File: config.mk
export PLATFORM = sky130hd
export DESIGN_NAME = ibex_axi_bridge_flat
export DESIGN_NICKNAME = d
export VERILOG_FILES = /design/src/rtl/ibex_axi_bridge_if.sv /design/src/rtl/ibex_axi_bridge.sv /design/src/flat_wrapper.sv
export SDC_FILE = /design/constraint.sdc
export NUM_CORES = 1
export LEC_CHECK = 0
export BUFFER_PORTS_ARGS = -buffer_cell sky130_fd_sc_hd__buf_2
export CAP_MARGIN = 20
export CORE_AREA = 2 2 119 121
export CTS_BUF_LIST = sky130_fd_sc_hd__clkbuf_4 sky130_fd_sc_hd__clkbuf_8
export CTS_CLUSTER_SIZE = 20
export DETAILED_ROUTE_END_ITERATION = 10
export DIE_AREA = 0 0 121 123
export PLACE_DENSITY = 0.79
export SYNTH_ARGS = -nofsm -noshare
export SYNTH_HDL_FRONTEND = slang
export SYNTH_SLANG_ARGS = --single-unit
File: constraint.sdc
create_clock -name m_axi_aclk -period 2.2 [get_ports m_axi_aclk]
set_input_delay 0.22 -clock m_axi_aclk [delete_from_list [all_inputs] [get_ports m_axi_aclk]]
set_output_delay 0.22 -clock m_axi_aclk [all_outputs]
set_load 0.01 [all_outputs]
File: src/rtl/ibex_axi_bridge_if.sv
// AXI4 bus bundle between ibex_axi_bridge (master) and a single-beat AXI slave.
// The slave modport is the view used by memories and bus models.
interface ibex_axi_bridge_if #(
    parameter int unsigned ADDR_WIDTH = 32,
    parameter int unsigned DATA_WIDTH = 32,
    parameter int unsigned ID_WIDTH   = 1
);
    logic [ID_WIDTH-1:0]     awid;
    logic [ADDR_WIDTH-1:0]   awaddr;
    logic [7:0]              awlen;
    logic [2:0]              awsize;
    logic [1:0]              awburst;
    logic                    awlock;
    logic [3:0]              awcache;
    logic [2:0]              awprot;
    logic [3:0]              awqos;
    logic                    awvalid;
    logic                    awready;

    logic [DATA_WIDTH-1:0]   wdata;
    logic [DATA_WIDTH/8-1:0] wstrb;
    logic                    wlast;
    logic                    wvalid;
    logic                    wready;

    logic [ID_WIDTH-1:0]     bid;
    logic [1:0]              bresp;
    logic                    bvalid;
    logic                    bready;

    logic [ID_WIDTH-1:0]     arid;
    logic [ADDR_WIDTH-1:0]   araddr;
    logic [7:0]              arlen;
    logic [2:0]              arsize;
    logic [1:0]              arburst;
    logic                    arlock;
    logic [3:0]              arcache;
    logic [2:0]              arprot;
    logic [3:0]              arqos;
    logic                    arvalid;
    logic                    arready;

    logic [ID_WIDTH-1:0]     rid;
    logic [DATA_WIDTH-1:0]   rdata;
    logic [1:0]              rresp;
    logic                    rlast;
    logic                    rvalid;
    logic                    rready;

    modport master (
        output awid, awaddr, awlen, awsize, awburst, awlock, awcache, awprot, awqos, awvalid,
        input  awready,
        output wdata, wstrb, wlast, wvalid,
        input  wready,
        input  bid, bresp, bvalid,
        output bready,
        output arid, araddr, arlen, arsize, arburst, arlock, arcache, arprot, arqos, arvalid,
        input  arready,
        input  rid, rdata, rresp, rlast, rvalid,
        output rready
    );

    modport slave (
        input  awid, awaddr, awlen, awsize, awburst, awlock, awcache, awprot, awqos, awvalid,
        output awready,
        input  wdata, wstrb, wlast, wvalid,
        output wready,
        output bid, bresp, bvalid,
        input  bready,
        input  arid, araddr, arlen, arsize, arburst, arlock, arcache, arprot, arqos, arvalid,
        output arready,
        output rid, rdata, rresp, rlast, rvalid,
        input  rready
    );
endinterface

File: src/rtl/ibex_axi_bridge.sv
// Ibex-style req/gnt/rvalid data port to single-beat AXI4 master, one transaction in flight.
// Addresses outside the configured window are answered locally with an error.
module ibex_axi_bridge #(
    parameter int unsigned            ADDR_WIDTH = 32,
    parameter int unsigned            DATA_WIDTH = 32,
    parameter int unsigned            ID_WIDTH   = 1,
    parameter logic [ID_WIDTH-1:0]    AXI_ID     = '0,
    parameter logic [ADDR_WIDTH-1:0]  WIN_BASE   = 32'h4000_0000,
    parameter logic [ADDR_WIDTH-1:0]  WIN_SIZE   = 32'h4000_0000
) (
    input  logic                    m_axi_aclk,
    input  logic                    m_axi_aresetn,

    input  logic                    req_i,
    output logic                    gnt_o,
    input  logic                    we_i,
    input  logic [DATA_WIDTH/8-1:0] be_i,
    input  logic [ADDR_WIDTH-1:0]   addr_i,
    input  logic [DATA_WIDTH-1:0]   wdata_i,
    output logic                    rvalid_o,
    output logic [DATA_WIDTH-1:0]   rdata_o,
    output logic                    err_o,

    ibex_axi_bridge_if.master       m_axi
);

    typedef enum logic [2:0] {
        IDLE, RD_ADDR, RD_DATA, WR_REQ, WR_RESP, ERR_RESP
    } state_e;

    localparam logic [2:0]          LP_SIZE   = 3'($clog2(DATA_WIDTH / 8));
    // One extra bit so a window ending at the top of the address space does not wrap to 0.
    localparam logic [ADDR_WIDTH:0] LP_WIN_LO = {1'b0, WIN_BASE};
    localparam logic [ADDR_WIDTH:0] LP_WIN_HI = {1'b0, WIN_BASE} + {1'b0, WIN_SIZE};

    state_e                  r_state;
    state_e                  w_state_next;
    logic [ADDR_WIDTH-1:0]   r_addr;
    logic                    r_we;
    logic [DATA_WIDTH/8-1:0] r_be;
    logic [DATA_WIDTH-1:0]   r_wdata;
    logic                    r_aw_done;
    logic                    r_w_done;
    logic                    r_rvalid;
    logic [DATA_WIDTH-1:0]   r_rdata;
    logic                    r_err;

    logic [ADDR_WIDTH:0]     w_addr_ext;
    logic                    w_in_win;
    logic                    w_rsp_fire;
    logic                    w_rsp_err;
    logic [DATA_WIDTH-1:0]   w_rsp_data;
    logic                    w_unused_ok;

    assign w_addr_ext = {1'b0, addr_i};
    assign w_in_win   = (w_addr_ext >= LP_WIN_LO) && (w_addr_ext < LP_WIN_HI);

    always_comb begin
        w_state_next  = r_state;
        gnt_o         = 1'b0;
        m_axi.arvalid = 1'b0;
        m_axi.awvalid = 1'b0;
        m_axi.wvalid  = 1'b0;
        m_axi.bready  = 1'b0;
        m_axi.rready  = 1'b0;
        unique case (r_state)
            IDLE: begin
                gnt_o = req_i & m_axi_aresetn;
                if (gnt_o) begin
                    if (!w_in_win) begin
                        w_state_next = ERR_RESP;
                    end else if (we_i) begin
                        w_state_next = WR_REQ;
                    end else begin
                        w_state_next = RD_ADDR;
                    end
                end
            end
            RD_ADDR: begin
                m_axi.arvalid = 1'b1;
                if (m_axi.arready) w_state_next = RD_DATA;
            end
            RD_DATA: begin
                m_axi.rready = 1'b1;
                if (m_axi.rvalid) w_state_next = IDLE;
            end
            WR_REQ: begin
                m_axi.awvalid = ~r_aw_done;
                m_axi.wvalid  = ~r_w_done;
                if ((r_aw_done | m_axi.awready) && (r_w_done | m_axi.wready)) begin
                    w_state_next = WR_RESP;
                end
            end
            WR_RESP: begin
                m_axi.bready = 1'b1;
                if (m_axi.bvalid) w_state_next = IDLE;
            end
            ERR_RESP: w_state_next = IDLE;
            default:  w_state_next = IDLE;
        endcase
    end

    // Response capture: writes and window errors return zero data.
    always_comb begin
        w_rsp_fire = ((r_state == RD_DATA) && m_axi.rvalid) ||
                     ((r_state == WR_RESP) && m_axi.bvalid) ||
                     (r_state == ERR_RESP);
        w_rsp_err  = (r_state == ERR_RESP) || (r_we ? m_axi.bresp[1] : m_axi.rresp[1]);
        w_rsp_data = ((r_state == ERR_RESP) || r_we) ? '0 : m_axi.rdata;
    end

    always_ff @(posedge m_axi_aclk or negedge m_axi_aresetn) begin
        if (!m_axi_aresetn) begin
            r_state   <= IDLE;
            r_addr    <= '0;
            r_we      <= 1'b0;
            r_be      <= '0;
            r_wdata   <= '0;
            r_aw_done <= 1'b0;
            r_w_done  <= 1'b0;
            r_rvalid  <= 1'b0;
            r_rdata   <= '0;
            r_err     <= 1'b0;
        end else begin
            r_state  <= w_state_next;
            r_rvalid <= w_rsp_fire;
            if (gnt_o) begin
                r_addr    <= addr_i;
                r_we      <= we_i;
                r_be      <= be_i;
                r_wdata   <= wdata_i;
                r_aw_done <= 1'b0;
                r_w_done  <= 1'b0;
            end else if (r_state == WR_REQ) begin
                if (m_axi.awready) r_aw_done <= 1'b1;
                if (m_axi.wready)  r_w_done  <= 1'b1;
            end
            if (w_rsp_fire) begin
                r_rdata <= w_rsp_data;
                r_err   <= w_rsp_err;
            end
        end
    end

    assign rvalid_o = r_rvalid;
    assign rdata_o  = r_rdata;
    assign err_o    = r_err;

    assign m_axi.awid    = AXI_ID;
    assign m_axi.awaddr  = r_addr;
    assign m_axi.awlen   = 8'd0;
    assign m_axi.awsize  = LP_SIZE;
    assign m_axi.awburst = 2'b01;
    assign m_axi.awlock  = 1'b0;
    assign m_axi.awcache = 4'b0011;
    assign m_axi.awprot  = 3'b000;
    assign m_axi.awqos   = 4'd0;
    assign m_axi.wdata   = r_wdata;
    assign m_axi.wstrb   = r_be;
    assign m_axi.wlast   = 1'b1;
    assign m_axi.arid    = AXI_ID;
    assign m_axi.araddr  = r_addr;
    assign m_axi.arlen   = 8'd0;
    assign m_axi.arsize  = LP_SIZE;
    assign m_axi.arburst = 2'b01;
    assign m_axi.arlock  = 1'b0;
    assign m_axi.arcache = 4'b0011;
    assign m_axi.arprot  = 3'b000;
    assign m_axi.arqos   = 4'd0;

    // IDs and rlast carry no information for single-beat, single-outstanding traffic.
    assign w_unused_ok = ^{m_axi.rid, m_axi.bid, m_axi.rlast, m_axi.rresp[0], m_axi.bresp[0]};

endmodule

File: src/flat_wrapper.sv
// flat-port wrapper written by rule: the top's interface ports become plain ports
module ibex_axi_bridge_flat 
#(
    parameter int unsigned            ADDR_WIDTH = 32,
    parameter int unsigned            DATA_WIDTH = 32,
    parameter int unsigned            ID_WIDTH   = 1,
    parameter logic [ID_WIDTH-1:0]    AXI_ID     = '0,
    parameter logic [ADDR_WIDTH-1:0]  WIN_BASE   = 32'h4000_0000,
    parameter logic [ADDR_WIDTH-1:0]  WIN_SIZE   = 32'h4000_0000
)
  (m_axi_aclk, m_axi_aresetn, req_i, gnt_o, we_i, be_i, addr_i, wdata_i, rvalid_o, rdata_o, err_o, m_axi_awid, m_axi_awaddr, m_axi_awlen, m_axi_awsize, m_axi_awburst, m_axi_awlock, m_axi_awcache, m_axi_awprot, m_axi_awqos, m_axi_awvalid, m_axi_awready, m_axi_wdata, m_axi_wstrb, m_axi_wlast, m_axi_wvalid, m_axi_wready, m_axi_bid, m_axi_bresp, m_axi_bvalid, m_axi_bready, m_axi_arid, m_axi_araddr, m_axi_arlen, m_axi_arsize, m_axi_arburst, m_axi_arlock, m_axi_arcache, m_axi_arprot, m_axi_arqos, m_axi_arvalid, m_axi_arready, m_axi_rid, m_axi_rdata, m_axi_rresp, m_axi_rlast, m_axi_rvalid, m_axi_rready);
  ibex_axi_bridge_if #(.ADDR_WIDTH(ADDR_WIDTH), .DATA_WIDTH(DATA_WIDTH), .ID_WIDTH(ID_WIDTH)) m_axi_i ();
  input  logic m_axi_aclk;
  input  logic m_axi_aresetn;
  input  logic req_i;
  output logic gnt_o;
  input  logic we_i;
  input  logic [DATA_WIDTH/8-1:0] be_i;
  input  logic [ADDR_WIDTH-1:0] addr_i;
  input  logic [DATA_WIDTH-1:0] wdata_i;
  output logic rvalid_o;
  output logic [DATA_WIDTH-1:0] rdata_o;
  output logic err_o;
  output wire logic [$bits(m_axi_i.awid)-1:0] m_axi_awid;
  output wire logic [$bits(m_axi_i.awaddr)-1:0] m_axi_awaddr;
  output wire logic [$bits(m_axi_i.awlen)-1:0] m_axi_awlen;
  output wire logic [$bits(m_axi_i.awsize)-1:0] m_axi_awsize;
  output wire logic [$bits(m_axi_i.awburst)-1:0] m_axi_awburst;
  output wire logic [$bits(m_axi_i.awlock)-1:0] m_axi_awlock;
  output wire logic [$bits(m_axi_i.awcache)-1:0] m_axi_awcache;
  output wire logic [$bits(m_axi_i.awprot)-1:0] m_axi_awprot;
  output wire logic [$bits(m_axi_i.awqos)-1:0] m_axi_awqos;
  output wire logic [$bits(m_axi_i.awvalid)-1:0] m_axi_awvalid;
  input wire logic [$bits(m_axi_i.awready)-1:0] m_axi_awready;
  output wire logic [$bits(m_axi_i.wdata)-1:0] m_axi_wdata;
  output wire logic [$bits(m_axi_i.wstrb)-1:0] m_axi_wstrb;
  output wire logic [$bits(m_axi_i.wlast)-1:0] m_axi_wlast;
  output wire logic [$bits(m_axi_i.wvalid)-1:0] m_axi_wvalid;
  input wire logic [$bits(m_axi_i.wready)-1:0] m_axi_wready;
  input wire logic [$bits(m_axi_i.bid)-1:0] m_axi_bid;
  input wire logic [$bits(m_axi_i.bresp)-1:0] m_axi_bresp;
  input wire logic [$bits(m_axi_i.bvalid)-1:0] m_axi_bvalid;
  output wire logic [$bits(m_axi_i.bready)-1:0] m_axi_bready;
  output wire logic [$bits(m_axi_i.arid)-1:0] m_axi_arid;
  output wire logic [$bits(m_axi_i.araddr)-1:0] m_axi_araddr;
  output wire logic [$bits(m_axi_i.arlen)-1:0] m_axi_arlen;
  output wire logic [$bits(m_axi_i.arsize)-1:0] m_axi_arsize;
  output wire logic [$bits(m_axi_i.arburst)-1:0] m_axi_arburst;
  output wire logic [$bits(m_axi_i.arlock)-1:0] m_axi_arlock;
  output wire logic [$bits(m_axi_i.arcache)-1:0] m_axi_arcache;
  output wire logic [$bits(m_axi_i.arprot)-1:0] m_axi_arprot;
  output wire logic [$bits(m_axi_i.arqos)-1:0] m_axi_arqos;
  output wire logic [$bits(m_axi_i.arvalid)-1:0] m_axi_arvalid;
  input wire logic [$bits(m_axi_i.arready)-1:0] m_axi_arready;
  input wire logic [$bits(m_axi_i.rid)-1:0] m_axi_rid;
  input wire logic [$bits(m_axi_i.rdata)-1:0] m_axi_rdata;
  input wire logic [$bits(m_axi_i.rresp)-1:0] m_axi_rresp;
  input wire logic [$bits(m_axi_i.rlast)-1:0] m_axi_rlast;
  input wire logic [$bits(m_axi_i.rvalid)-1:0] m_axi_rvalid;
  output wire logic [$bits(m_axi_i.rready)-1:0] m_axi_rready;
  assign m_axi_awid = m_axi_i.awid;
  assign m_axi_awaddr = m_axi_i.awaddr;
  assign m_axi_awlen = m_axi_i.awlen;
  assign m_axi_awsize = m_axi_i.awsize;
  assign m_axi_awburst = m_axi_i.awburst;
  assign m_axi_awlock = m_axi_i.awlock;
  assign m_axi_awcache = m_axi_i.awcache;
  assign m_axi_awprot = m_axi_i.awprot;
  assign m_axi_awqos = m_axi_i.awqos;
  assign m_axi_awvalid = m_axi_i.awvalid;
  assign m_axi_i.awready = m_axi_awready;
  assign m_axi_wdata = m_axi_i.wdata;
  assign m_axi_wstrb = m_axi_i.wstrb;
  assign m_axi_wlast = m_axi_i.wlast;
  assign m_axi_wvalid = m_axi_i.wvalid;
  assign m_axi_i.wready = m_axi_wready;
  assign m_axi_i.bid = m_axi_bid;
  assign m_axi_i.bresp = m_axi_bresp;
  assign m_axi_i.bvalid = m_axi_bvalid;
  assign m_axi_bready = m_axi_i.bready;
  assign m_axi_arid = m_axi_i.arid;
  assign m_axi_araddr = m_axi_i.araddr;
  assign m_axi_arlen = m_axi_i.arlen;
  assign m_axi_arsize = m_axi_i.arsize;
  assign m_axi_arburst = m_axi_i.arburst;
  assign m_axi_arlock = m_axi_i.arlock;
  assign m_axi_arcache = m_axi_i.arcache;
  assign m_axi_arprot = m_axi_i.arprot;
  assign m_axi_arqos = m_axi_i.arqos;
  assign m_axi_arvalid = m_axi_i.arvalid;
  assign m_axi_i.arready = m_axi_arready;
  assign m_axi_i.rid = m_axi_rid;
  assign m_axi_i.rdata = m_axi_rdata;
  assign m_axi_i.rresp = m_axi_rresp;
  assign m_axi_i.rlast = m_axi_rlast;
  assign m_axi_i.rvalid = m_axi_rvalid;
  assign m_axi_rready = m_axi_i.rready;
  ibex_axi_bridge #(.ADDR_WIDTH(ADDR_WIDTH), .DATA_WIDTH(DATA_WIDTH), .ID_WIDTH(ID_WIDTH), .AXI_ID(AXI_ID), .WIN_BASE(WIN_BASE), .WIN_SIZE(WIN_SIZE)) u_core (.m_axi_aclk(m_axi_aclk), .m_axi_aresetn(m_axi_aresetn), .req_i(req_i), .gnt_o(gnt_o), .we_i(we_i), .be_i(be_i), .addr_i(addr_i), .wdata_i(wdata_i), .rvalid_o(rvalid_o), .rdata_o(rdata_o), .err_o(err_o), .m_axi(m_axi_i));
endmodule
Word level (Yosys, flattened, before mapping)

Index checks and enable logic that the tools add are counted.

$lt $le $gt $ge: 2
Equal/unequal tests: 10
Multiplexer cells: 22
Bitwise gates (word level): 5
Reduce and logical (&&, ||, !) cells: 15

Operators with widths:

| kind                   | number |
|---|---|
| $ge A32 B31 Y1 const B | 1 |
| $lt A32 B32 Y1 const B | 1 |
| $mux W32               | 1 |
| $mux W3                | 6 |
| $pmux W3 S5            | 1 |
| $mux W1                | 13 |
| $eq A3 B2 Y1 const B   | 2 |
| $eq A3 B3 Y1 const B   | 2 |
| $ne A2 B2 Y1 const B   | 3 |
| $reduce_bool A2 Y1     | 3 |
| $reduce_and A5 Y1      | 1 |
| $logic_and A1 B1 Y1    | 4 |
| $logic_or A1 B1 Y1     | 4 |
| $ne A2 B1 Y1 const B   | 2 |
| $reduce_and A2 Y1      | 2 |
| $eq A3 B1 Y1 const B   | 1 |
| $logic_not A3 Y1       | 1 |
| $mux W2                | 1 |
| $not A1 Y1             | 2 |
| $or A1 B1 Y1           | 2 |
| $and A1 B1 Y1          | 1 |

Bits in registers: 108
Input port bits: 116
Output and inout port bits: 193

Logic depth before layout (Yosys ltp)

Depth after elaboration: 5
Gate-level depth with buffers: 7
Gate-level depth less buffers: 4

Worst setup path after synthesis

Ideal clock, no wire load.

Kind: reg2reg
Start: register u_core.r_state[0]
End: register u_core.r_addr[26] (netlist: u_core.m_axi.araddr[26])
Setup time: 0.125 ns
Arrival: 1.674 ns
Data required time: 2.075 ns
Setup slack: 0.401 ns
Cell stages (with the launch flop): 5
Clock period less this slack: 1.799 ns
Cell sequence: dfrtp_1 buf_2 nor4_4 buf_6 mux2_2

Cells in the longest elaborated chain, start to end: 2

Ends and longest elaborated chain:

| element                  | line                   | text |
|---|---|---|
| start: declaration       | ibex_axi_bridge.sv:36  | `state_e r_state;` |
| start signal: assignment | ibex_axi_bridge.sv:125 | `r_state <= w_state_next;` |
| $logic_not A3 Y1         | ibex_axi_bridge.sv:66  | `unique case (r_state)` |
| $mux W1                  | ibex_axi_bridge.sv:66  |  |
| named net gnt_o          | flat_wrapper.sv:16     | `output logic gnt_o;` |
| end signal: assignment   | ibex_axi_bridge.sv:128 | `r_addr <= addr_i;` |
| end: declaration         | ibex_axi_bridge.sv:38  | `logic [ADDR_WIDTH-1:0] r_addr;` |

The timed path passes the listed nets, and every way through them passes these cells.
A chain may end at the register's enable or synchronous reset.

Worst setup path in the final report

Start: register u_core.r_state[0]
End: output gnt_o

Cells in the longest elaborated chain, start to end: 2

Ends and longest elaborated chain:

| element          | line |
|---|---|
| $logic_not A3 Y1 | ibex_axi_bridge.sv:66 |
| $mux W1          | ibex_axi_bridge.sv:66 |
| end: declaration | flat_wrapper.sv:16 |

Every way passes these cells.

==> reports/qor.csv <==
stage;metric;value;unit
drt;vias per cell;4.31;
drt;DR WL/cell;13.0;microns
cts;later-pin clock latency in the skew report;0.37;ns
hold_path;Hold Crit Depth;2;
synthesis;cell taking the most area after synthesis;dfrtp_1;
floorplan;die area;14900;sq um
cts;CTS resizes;0;
cells_and_area;Layout area overhead;23.5;%
cts;Reg clk slew, reported paths;0.11;ns
cts;Hold-fix buffers, CTS;1;
cts;CTS Root Buffer Type;clkbuf_8;
grt;met1 Use GR;15.9;%
cells_and_area;final design utilization;44.8;%
cts;H-tree levels;3;
synthesis;cells after synthesis;417;
critical_path;delay of the slowest cell on the worst path;0.53;ns
pwr;NetSw;3.26;mW
cells_and_area;final std cells w/o fill;817;
grt;GR Util met3;3.97;%
drt;Routed WL;10600;microns
grt;vias in the first global route;3330;
timing;unrepaired setup endpoints after global routing;false;
place;Post-Place Cell Area;5910;sq um
cells_and_area;final instance area;6100;sq um
place;GP Congestion;0.774;
cells_and_area;# diodes;0;
synthesis;Synth Area per Inst;11.9;sq um
synthesis;Synth top area share;54.7;%
floorplan;# IOs;309;
pwr;Leakage;3.16;nW
pwr;switch share;38.5;%
hold_path;worst hold path class;primary input to flop;
floorplan;Die W;121;microns
critical_path;CP required;1.98;ns
drt;antenna-violating nets left;0;
critical_path;CP cell instances;nor4_4, buf_4, buf_2;
critical_path;Crit. Startpoint;u_core.r_state[0]$_DFFE_PN0P_;
cts;Post-CTS Setup Bufs;0;
synthesis;library cells used by synthesis;26;
timing;Tightest Pin Transition;0.831;ns
timing;Max Freq;528;MHz
grt;global route overflow;0;
hold_path;Hold Crit Start;addr_i[6];
critical_path;Crit-path slowest cell;dfrtp_1;
timing;Final Skew;0.0112;ns
place;port bufs;250;
critical_path;crit path launch type;flop;
outcome;run status;complete, no violations;
grt;M2 GR Usage;24.9;%
synthesis;post-synthesis sequential area ratio;54.7;%
synthesis;Yosys Warn Count;0;
pwr;pwr dens;1390;nW/um^2
timing;Rel. slew slack;44.6;%
drt;DRT Pass-1 Iters;4;
place;DP Wirelength;8020;microns
cells_and_area;layout filler cell count;1328;
cts;CTS tree;yes;
timing;Final Slew Violations;0;
drt;Vias;3521;
pwr;P_int;5.21;mW
grt;first-pass GRT wire length;16200;microns
grt;Most Crowded Layer GR;met2;
synthesis;Synth area leaders;dfrtp_1 55%, mux2_2 15%, buf_4 13%;
critical_path;CP Class;flop to output pin;
synthesis;count of state elements after synthesis;108;
timing;Final min period;1.89;ns
grt;initial antenna violation count;0;
synthesis;mapped cell area;4940;sq um
drt;DRT iter0 DRCs;84;
cells_and_area;commonest cells after routing, fill and taps aside;249 x buf_2, 108 x dfrtp_1, 64 x mux2_2;
flow_run;max cap viols;0;
cells_and_area;layout cells sized above 1;53.5;%
floorplan;Initial Util;36.3;%
pwr;Comb pwr share;44.4;%
grt;GRT Total Usage;13.9;%
place;Post-Place Cells;800;
timing;final hold violation count;0;
grt;pin count of the biggest net entering global routing;68;
critical_path;Reg-to-Reg Start;u_core.r_state[0]$_DFFE_PN0P_;
pwr;Clk network pwr share;13.5;%
cells_and_area;nets;748;
cts;clock buffer count from CTS;9;
cells_and_area;most common cell after layout, fill and taps aside;buf_2;
cts;Sink Count;108;
cts;Max Root-Sink Buffers;2;
timing;final setup vio count;0;
pwr;Seq pwr share;42.1;%
timing;Tcrit/Tclk final;86.1;%
floorplan;Die Y;123;microns
critical_path;highest net fanout along the worst path;11;
drt;DRC;0;
floorplan;std cell rows;43;
timing;Sum Neg Setup Slack;0;ns
pwr;Max VDD drop;661;uV
critical_path;worst r2r path cells;5;
floorplan;Core Area;13600;sq um
critical_path;crit path DAT;1.67;ns
critical_path;Setup crit end kind;output pin;
## flip-flops by register name, indices dropped and copies added, names as in the netlist
name,count
u_core.rdata_o,32
u_core.m_axi.wdata,32
u_core.err_o,1
u_core.r_w_done,1
u_core.r_aw_done,1
u_core.rvalid_o,1
u_core.m_axi.wstrb,4
u_core.r_state,3
u_core.m_axi.araddr,32
u_core.r_we,1
## power by group through the flow
stage               combinational, mW  sequential [mW]  clock (mW)
floorplan                        2.16             4.01           0
global placement                 3.75             3.57           0
detailed placement               3.81             3.62           0
CTS                              3.82             3.59        1.19
global route                     4.12             3.72        1.28
finish                           3.76             3.57        1.14
## cell type report
class | count | area (sq um) | share of cell area [%]
clock inverters | 5 | 36.3 | 0.594
clock buffers | 11 | 145 | 2.38
multi-input cells | 223 | 1530 | 25.1
repair buffers | 258 | 1340 | 22.0
inverters | 32 | 120 | 1.97
well taps | 180 | 225 | 3.69
flip-flops and latches | 108 | 2700 | 44.3
## critical path: cells and delay by family (launching register included)
family                 cells  cell delay [ns]
buffers and inverters      2             0.40
DFF                        1             0.53
and+or+nand+nor            1             0.38
## synthesized netlist by cell type
library cell  instances
inv_1                32
nor3_1                2
a221oi_1              1
buf_4                88
a211oi_1              1
o221ai_1              1
buf_2                 5
buf_6                 7
mux2_2               64
nand2b_1              4
or2_2                 1
a31oi_1               2
nor4_4                1
a22o_2                1
mux2_1                6
nand2_1               2
conb_1                2
nor2_1                6
nor3b_1               1
o32ai_1               1
nor2b_1               5
o21ai_0              33
dfrtp_1             108
nand3_1              34
clkbuf_1              5
a21oi_1               4
## worst paths after layout
kind | end | slack [ns]
hold reg to reg | u_core.m_axi.wdata[7]$_DFFE_PN0P_ | 0.49
min in group asynchronous | u_core.r_state[2]$_DFFE_PN0P_ | 0.47
hold / removal | u_core.m_axi.araddr[6]$_DFFE_PN0P_ | 0.05
setup reg to reg | u_core.rdata_o[17]$_DFFE_PN0P_ | 0.36
setup / recovery | gnt_o | 0.31
max in group asynchronous | u_core.m_axi.wstrb[0]$_DFFE_PN0P_ | 0.47
## layer usage
layer  part of all wire, %  up-vias
li1                      -     1668
met1                    39     1682
met2                    52      158
met3                   7.2       13
met4                   1.8        0
met5                     0        -
## through the flow
stage               hold slack, ns  total power, mW  setup WS [ns]
floorplan                  -0.0756             6.18          0.401
global placement             0.335             7.32          0.446
detailed placement           0.344             7.43          0.391
CTS                         0.0306             8.59          0.269
global route                0.0278             9.11          0.162
finish                      0.0520             8.47          0.306
## logic make-up after synthesis
kind of cell    synth area share (%)
flops                           54.7
other cells                    0.152
compound gates                  4.88
mux                             15.9
buf+inv                         18.3
simple gates                    6.10
No activity file was read; power rests on OpenSTA's default activity.
